==> config.mk <==
export PLATFORM = sky130hd
export DESIGN_NAME = rf_wport_sched
export DESIGN_NICKNAME = d
export VERILOG_FILES = /design/src/rtl/rf_wport_sched_pkg.sv /design/src/rtl/rf_scoreboard.sv /design/src/rtl/rf_wport_sched.sv
export SDC_FILE = /design/constraint.sdc
export NUM_CORES = 1
export LEC_CHECK = 0
export ABC_CLOCK_PERIOD_IN_PS = 5460
export CORE_ASPECT_RATIO = 1.25
export CORE_UTILIZATION = 45
export CTS_CLUSTER_DIAMETER = 80
export DETAILED_ROUTE_END_ITERATION = 8
export PLACE_DENSITY = 0.88
export REMOVE_ABC_BUFFERS = 1
export SYNTH_ARGS = -nofsm -noshare
export SYNTH_HDL_FRONTEND = slang
export SYNTH_SLANG_ARGS = --single-unit
==> constraint.sdc <==
create_clock -name clk -period 5.46 [get_ports clk]
set_clock_uncertainty 0.05 [all_clocks]
set_input_delay 1.638 -clock clk [delete_from_list [all_inputs] [get_ports clk]]
set_output_delay 1.638 -clock clk [all_outputs]
set_load 0.01 [all_outputs]
==> src/rtl/rf_wport_sched_pkg.sv <==
// Shared types and constants for the register-file write-port scheduler.
package rf_wport_sched_pkg;

    localparam int unsigned REG_ADDR_W = 5;
    localparam int unsigned XLEN       = 32;
    localparam int unsigned NUM_REGS   = 1 << REG_ADDR_W;

    // Starvation tracker states for a refused MDU result.
    typedef enum logic [1:0] {
        IDLE  = 2'd0,
        WAIT  = 2'd1,
        FORCE = 2'd2
    } starve_state_t;

endpackage

==> src/rtl/rf_scoreboard.sv <==
// Destination-register scoreboard for in-flight MDU operations.
// Tracks which registers await an MDU write and how many ops are outstanding.
module rf_scoreboard
    import rf_wport_sched_pkg::*;
#(
    parameter int unsigned MAX_OUTSTANDING = 4,
    parameter int unsigned CNT_W           = 3
) (
    input  logic                  clk,
    input  logic                  rst,
    input  logic                  iss_valid,
    input  logic [REG_ADDR_W-1:0] iss_rd,
    output logic                  iss_ready,
    input  logic                  acc_valid,
    input  logic [REG_ADDR_W-1:0] acc_rd,
    input  logic [REG_ADDR_W-1:0] q_rs1,
    input  logic [REG_ADDR_W-1:0] q_rs2,
    input  logic [REG_ADDR_W-1:0] q_wb,
    output logic                  busy_rs1,
    output logic                  busy_rs2,
    output logic                  busy_wb,
    output logic                  out_zero
);

    localparam logic [CNT_W-1:0] OUT_MAX = CNT_W'(MAX_OUTSTANDING);

    logic [NUM_REGS-1:0] busy;
    logic [CNT_W-1:0]    outstanding;
    logic                iss_fire;

    // Issue permission and lookups come from registered state only; x0 is never set.
    always_comb begin
        iss_ready = !rst && !busy[iss_rd] && (outstanding < OUT_MAX);
        iss_fire  = iss_valid && iss_ready;
        busy_rs1  = busy[q_rs1];
        busy_rs2  = busy[q_rs2];
        busy_wb   = busy[q_wb];
        out_zero  = (outstanding == '0);
    end

    // Busy bits and outstanding count; a set on issue lands after a clear on acceptance.
    always_ff @(posedge clk or posedge rst) begin
        if (rst) begin
            busy        <= '0;
            outstanding <= '0;
        end else begin
            if (acc_valid)
                busy[acc_rd] <= 1'b0;
            if (iss_fire && (iss_rd != '0))
                busy[iss_rd] <= 1'b1;
            case ({iss_fire, acc_valid})
                2'b10:   outstanding <= outstanding + CNT_W'(1);
                2'b01:   if (outstanding != '0) outstanding <= outstanding - CNT_W'(1);
                default: outstanding <= outstanding;
            endcase
        end
    end

endmodule

==> src/rtl/rf_wport_sched.sv <==
// Register-file write-port scheduler: WB has priority over the MDU, a
// scoreboard exposes pending MDU destinations, and a starvation tracker
// requests a pipeline stall when the MDU is refused for too long.
module rf_wport_sched
    import rf_wport_sched_pkg::*;
#(
    parameter int unsigned STARVE_MAX      = 4,
    parameter int unsigned MAX_OUTSTANDING = 4,
    parameter int unsigned CNT_W           = 3
) (
    input  logic        clk,
    input  logic        rst,
    input  logic        pipe_wb_valid,
    input  logic [4:0]  pipe_wb_rd,
    input  logic [31:0] pipe_wb_data,
    input  logic        mdu_valid,
    input  logic [4:0]  mdu_rd,
    input  logic [31:0] mdu_data,
    output logic        mdu_ready,
    input  logic        iss_valid,
    input  logic [4:0]  iss_rd,
    output logic        iss_ready,
    input  logic [4:0]  q_rs1,
    input  logic [4:0]  q_rs2,
    output logic        busy_rs1,
    output logic        busy_rs2,
    output logic        stall_req,
    output logic        rf_we,
    output logic [4:0]  rf_waddr,
    output logic [31:0] rf_wdata,
    output logic        sb_err
);

    localparam logic [CNT_W-1:0] STARVE_LIM = CNT_W'(STARVE_MAX);

    starve_state_t      state;
    logic [CNT_W-1:0]   starve_cnt;
    logic [CNT_W-1:0]   starve_cnt_nxt;
    logic               pipe_act;
    logic               mdu_refused;
    logic               busy_wb;
    logic               out_zero;

    // Write-port arbitration: WB wins; WB to x0 leaves the port free for the MDU.
    always_comb begin
        pipe_act  = pipe_wb_valid && (pipe_wb_rd != '0);
        mdu_ready = 1'b0;
        rf_we     = 1'b0;
        rf_waddr  = '0;
        rf_wdata  = '0;
        if (!rst) begin
            if (pipe_act) begin
                rf_we    = 1'b1;
                rf_waddr = pipe_wb_rd;
                rf_wdata = pipe_wb_data;
            end else if (mdu_valid) begin
                mdu_ready = 1'b1;
                rf_we     = (mdu_rd != '0);
                rf_waddr  = mdu_rd;
                rf_wdata  = mdu_data;
            end
        end
        mdu_refused    = mdu_valid && !mdu_ready;
        starve_cnt_nxt = starve_cnt + CNT_W'(1);
    end

    rf_scoreboard #(
        .MAX_OUTSTANDING (MAX_OUTSTANDING),
        .CNT_W           (CNT_W)
    ) u_scoreboard (
        .clk       (clk),
        .rst       (rst),
        .iss_valid (iss_valid),
        .iss_rd    (iss_rd),
        .iss_ready (iss_ready),
        .acc_valid (mdu_ready),
        .acc_rd    (mdu_rd),
        .q_rs1     (q_rs1),
        .q_rs2     (q_rs2),
        .q_wb      (pipe_wb_rd),
        .busy_rs1  (busy_rs1),
        .busy_rs2  (busy_rs2),
        .busy_wb   (busy_wb),
        .out_zero  (out_zero)
    );

    // Sticky error: WB overwriting an MDU-owned register, or an unexpected MDU result.
    always_ff @(posedge clk or posedge rst) begin
        if (rst)
            sb_err <= 1'b0;
        else if ((pipe_act && busy_wb) || (mdu_ready && out_zero))
            sb_err <= 1'b1;
    end

    // Starvation tracker: counts refused cycles and holds stall_req until acceptance.
    always_ff @(posedge clk or posedge rst) begin
        if (rst) begin
            state      <= IDLE;
            starve_cnt <= '0;
            stall_req  <= 1'b0;
        end else begin
            case (state)
                IDLE: begin
                    if (mdu_refused) begin
                        starve_cnt <= CNT_W'(1);
                        if (STARVE_LIM == CNT_W'(1)) begin
                            state     <= FORCE;
                            stall_req <= 1'b1;
                        end else begin
                            state <= WAIT;
                        end
                    end
                end
                WAIT: begin
                    if (!mdu_refused) begin
                        state      <= IDLE;
                        starve_cnt <= '0;
                    end else begin
                        starve_cnt <= starve_cnt_nxt;
                        if (starve_cnt_nxt == STARVE_LIM) begin
                            state     <= FORCE;
                            stall_req <= 1'b1;
                        end
                    end
                end
                FORCE: begin
                    if (!mdu_refused) begin
                        state      <= IDLE;
                        starve_cnt <= '0;
                        stall_req  <= 1'b0;
                    end
                end
                default: begin
                    state      <= IDLE;
                    starve_cnt <= '0;
                    stall_req  <= 1'b0;
                end
            endcase
        end
    end

endmodule

==> impl_metrics.yaml <==
outcome:
  status: "completed"
setup_path:
  crit_type: "in2out"
  cp_max_fo: 24
  cp.required_ns: 3.77
  crit_path_top_delay_cell: "or4_1"
  arrival_ns: 3.71
  r2r_cells: 9
  critPathMaxStageDelay_ns: 0.56
  worst_setup_path_end_kind: "output port"
  startpoint_type: "input pin"
  cp_cell_sequence: "clkdlybuf4s50_1 > or4_1 > o21ai_2 > buf_4 > nor2_2 > buf_12 > a22o_1 > dlygate4sd2_1"
timing:
  layout_min_cycle_time_ns: 5.40
  slew_viol_final: 0
  final.period_utilization: 0.990
  fmax_ghz: 0.185
  hold-worst-slack_ns: 0.438
  tightest_slew_ns: 0.884
  rsz0062_at_grt: "yes"
  finalSetupViolCount: 0
  hold_viol_final: 0
  slew_headroom: 0.410
logic_synthesis:
  synth_edf_count: 0
  syn_area_mm2: 0.00352
  synth_sequential_area_ratio: 0.299
  ys_types: 49
  syn_avg_cell_area_um2: 10.9
  synth_ff_type: "dfrtp_1"
  syn_inst: 322
  yosysWarnings: 0
  async_flop_share: 1.00
  ys_seq_elements: 42
floorplan:
  die_y_um: 101
  dieArea_mm2: 0.00817
  rows: 35
  start_util: 0.470
  coreArea_mm2: 0.00749
  num_io_pins: 138
  die_w_um: 81.1
placement:
  port_buffers: 137
  dpl.cell_count: 558
  hpwl_mm: 10.4
  place.gp.congestion: 1.07
cells_and_area:
  n_antenna_cell: 0
  stdcell_count: 567
  area_growth_pct: 52.1
  layout-drive-gt1-share: 0.198
  nNetsFinal: 572
power:
  clkPwrFrac: 0.201
  max-vdd-ir-drop_v: 0.000170
  swShare: 0.346
  leakagePower_nw: 2.28
  p_seq_frac: 0.382
  p_per_area_mw_per_mm2: 235
  cellInternalPower_mw: 0.821
  power_frac_comb: 0.417
  net-switching-power_mw: 0.434
cts:
  htreeDepth: 2
  cts_buffers: 5
  clockRootBuffer: "clkbuf_8"
  cts_max_path_buffers: 2
  cts_tree: "built"
  clk_pin_slew_ns: 0.07
  clock_latency_ns: 0.31
  cts.sinks: 42
grt:
  track_usage: 0.341
  antenna_found_initial: 0
  grt_pass1_vias: 3755
  overflow: 0
  grt_max_degree: 32
  grt_pass1_wl_mm: 20.2
detailed_routing:
  via_count: 3869
  avgRoutedWirePerCell_um: 24.0
  antenna_left: 0
  drc: 0
  drtIter0Drc: 304
  routed_wl_mm: 13.6
  vias_per_cell: 6.82
  dr.pass1.iters: 6
min_path:
  min_path_type: "reg2reg"
  hold_depth: 1
run:
  maxCapViolCount: 0
[power by group through the flow]
stage	sequential (mW)	combinational [mW]	clock [mW]
finish	0.479	0.523	0.253
global route	0.479	0.564	0.268
CTS	0.469	0.515	0.254
detailed placement	0.475	0.527	0
global placement	0.469	0.507	0
floorplan	0.431	0.297	0
[per-layer routing]
layer | track usage | vias up | wire length, µm
met5 | 0 | - | 43
met2 | 0.548 | 355 | 6340
li1 | - | 1616 | -
met1 | 0.377 | 1827 | 4310
met4 | 0.185 | 2 | 737
met3 | 0.144 | 69 | 2200
[per-stage QoR]
step                      power [mW]  worst slack (ns)  setup TNS (ns)  instance area (µm²)  utilization
final                           1.25            0.0571               0                 5350        0.714
after global routing            1.31           -0.0341         -0.0506                 5350        0.714
after CTS                       1.24            -0.118          -0.118                 5290        0.707
after detailed placement        1.00            -0.386           -6.17                 5210        0.696
after global placement         0.976            -0.319           -6.22                 5210        0.696
after floorplan                0.728             0.161               0                 3370            -
[layout make-up]
class,count,area (µm²)
repair buffers,175,1710
flip-flops and latches,42,1050
clock inverters,1,30.0
well taps,92,115
clock buffers,6,82.6
multi-input cells,241,2320
fillers,546,2140
inverters,10,37.5
[path summary, 6_finish.rpt]
path                                      start                     endpoint  slack, ns
max                               pipe_wb_rd[2]                 rf_wdata[19]       0.06
min                                      sb_err                       sb_err       0.44
max reg2reg                u_scoreboard.busy[9]  u_scoreboard.outstanding[1]       2.45
min reg2reg                              sb_err                       sb_err       0.44
max in group asynchronous                   rst        u_scoreboard.busy[31]       2.56
min in group asynchronous                   rst         u_scoreboard.busy[0]       1.97
[cell families after synthesis]
family                     after synthesis  share of synthesized area
AOI/OAI and AO/OA                      127                      0.265
xor gates and xnor gates                 2                    0.00498
adders and majority gates                3                     0.0128
buffers and inverters                   39                     0.0530
DFF                                     42                      0.299
muxes                                   48                      0.262
and+or+nand+nor                         61                      0.103
[cells in the final DEF (no fill, tap or decap), drive strengths merged, types with 3 or more instances in the layout]
master / count
or3b: 4
mux2: 3
nor2: 9
nor2b: 6
a21oi: 7
clkdlybuf4s15: 12
mux4: 34
o21ai: 33
a22oi: 3
dlygate4sd2: 27
clkdlybuf4s50: 93
nand2: 10
a22o: 37
mux2i: 11
o31ai: 31
inv: 10
o32ai: 3
clkbuf: 9
dfrtp: 42
nand3b: 8
and2: 3
buf: 38
nand3: 8
[synthesized netlist by cell type, types with 2 or more instances]
| cell type | number | share of area |
|---|---|---|
| dfrtp_1 | 42 | 0.30 |
| a22o_1 | 37 | 0.092 |
| o21ai_0 | 32 | 0.046 |
| mux4_2 | 31 | 0.20 |
| o31ai_1 | 31 | 0.066 |
| clkbuf_1 | 15 | 0.016 |
| mux2i_1 | 11 | 0.031 |
| nand2_1 | 10 | 0.011 |
| inv_1 | 9 | 0.0096 |
| nor2_1 | 9 | 0.0096 |
| buf_2 | 8 | 0.011 |
| nand3b_1 | 8 | 0.017 |
| a21oi_1 | 7 | 0.010 |
| nand3_1 | 7 | 0.010 |
| nor2b_1 | 6 | 0.011 |
| buf_6 | 4 | 0.013 |
| a22oi_1 | 3 | 0.0064 |
| and2_1 | 3 | 0.0053 |
| mux2_2 | 3 | 0.0096 |
| mux4_1 | 3 | 0.022 |
| o32ai_1 | 3 | 0.0075 |
| or3b_2 | 3 | 0.0075 |
| a211oi_1 | 2 | 0.0043 |
| buf_1 | 2 | 0.0021 |
| ha_1 | 2 | 0.0071 |
| nand2b_1 | 2 | 0.0036 |
| nand4b_1 | 2 | 0.0050 |
| nor3_1 | 2 | 0.0028 |
| nor3b_1 | 2 | 0.0043 |
| o221ai_1 | 2 | 0.0050 |
| or3_1 | 2 | 0.0036 |
| xnor2_1 | 2 | 0.0050 |
[worst max-delay path, delay by kind of cell]
| kind | cells | cell delay [ns] |
|---|---|---|
| AND/OR/NAND/NOR | 2 | 0.62 |
| AO/OA/AOI/OAI | 2 | 0.40 |
| buffers and inverters | 4 | 1.05 |
[registers in the layout, indices dropped and copies added (netlist names)]
signal	count
sb_err	1
stall_req	1
starve_cnt	3
state	2
u_scoreboard.busy	32
u_scoreboard.outstanding	3
[what timing repair did]
action                                  in CTS  in global routing
hold buffers                                 0                  0
setup buffers                                1                  1
pin swaps                                    0                  1
gates resized for setup                     46                 24
endpoints found under the setup margin      40                 12
hold endpoints to repair                     0                  0
Note: power is estimated with default switching activity, not from simulation.
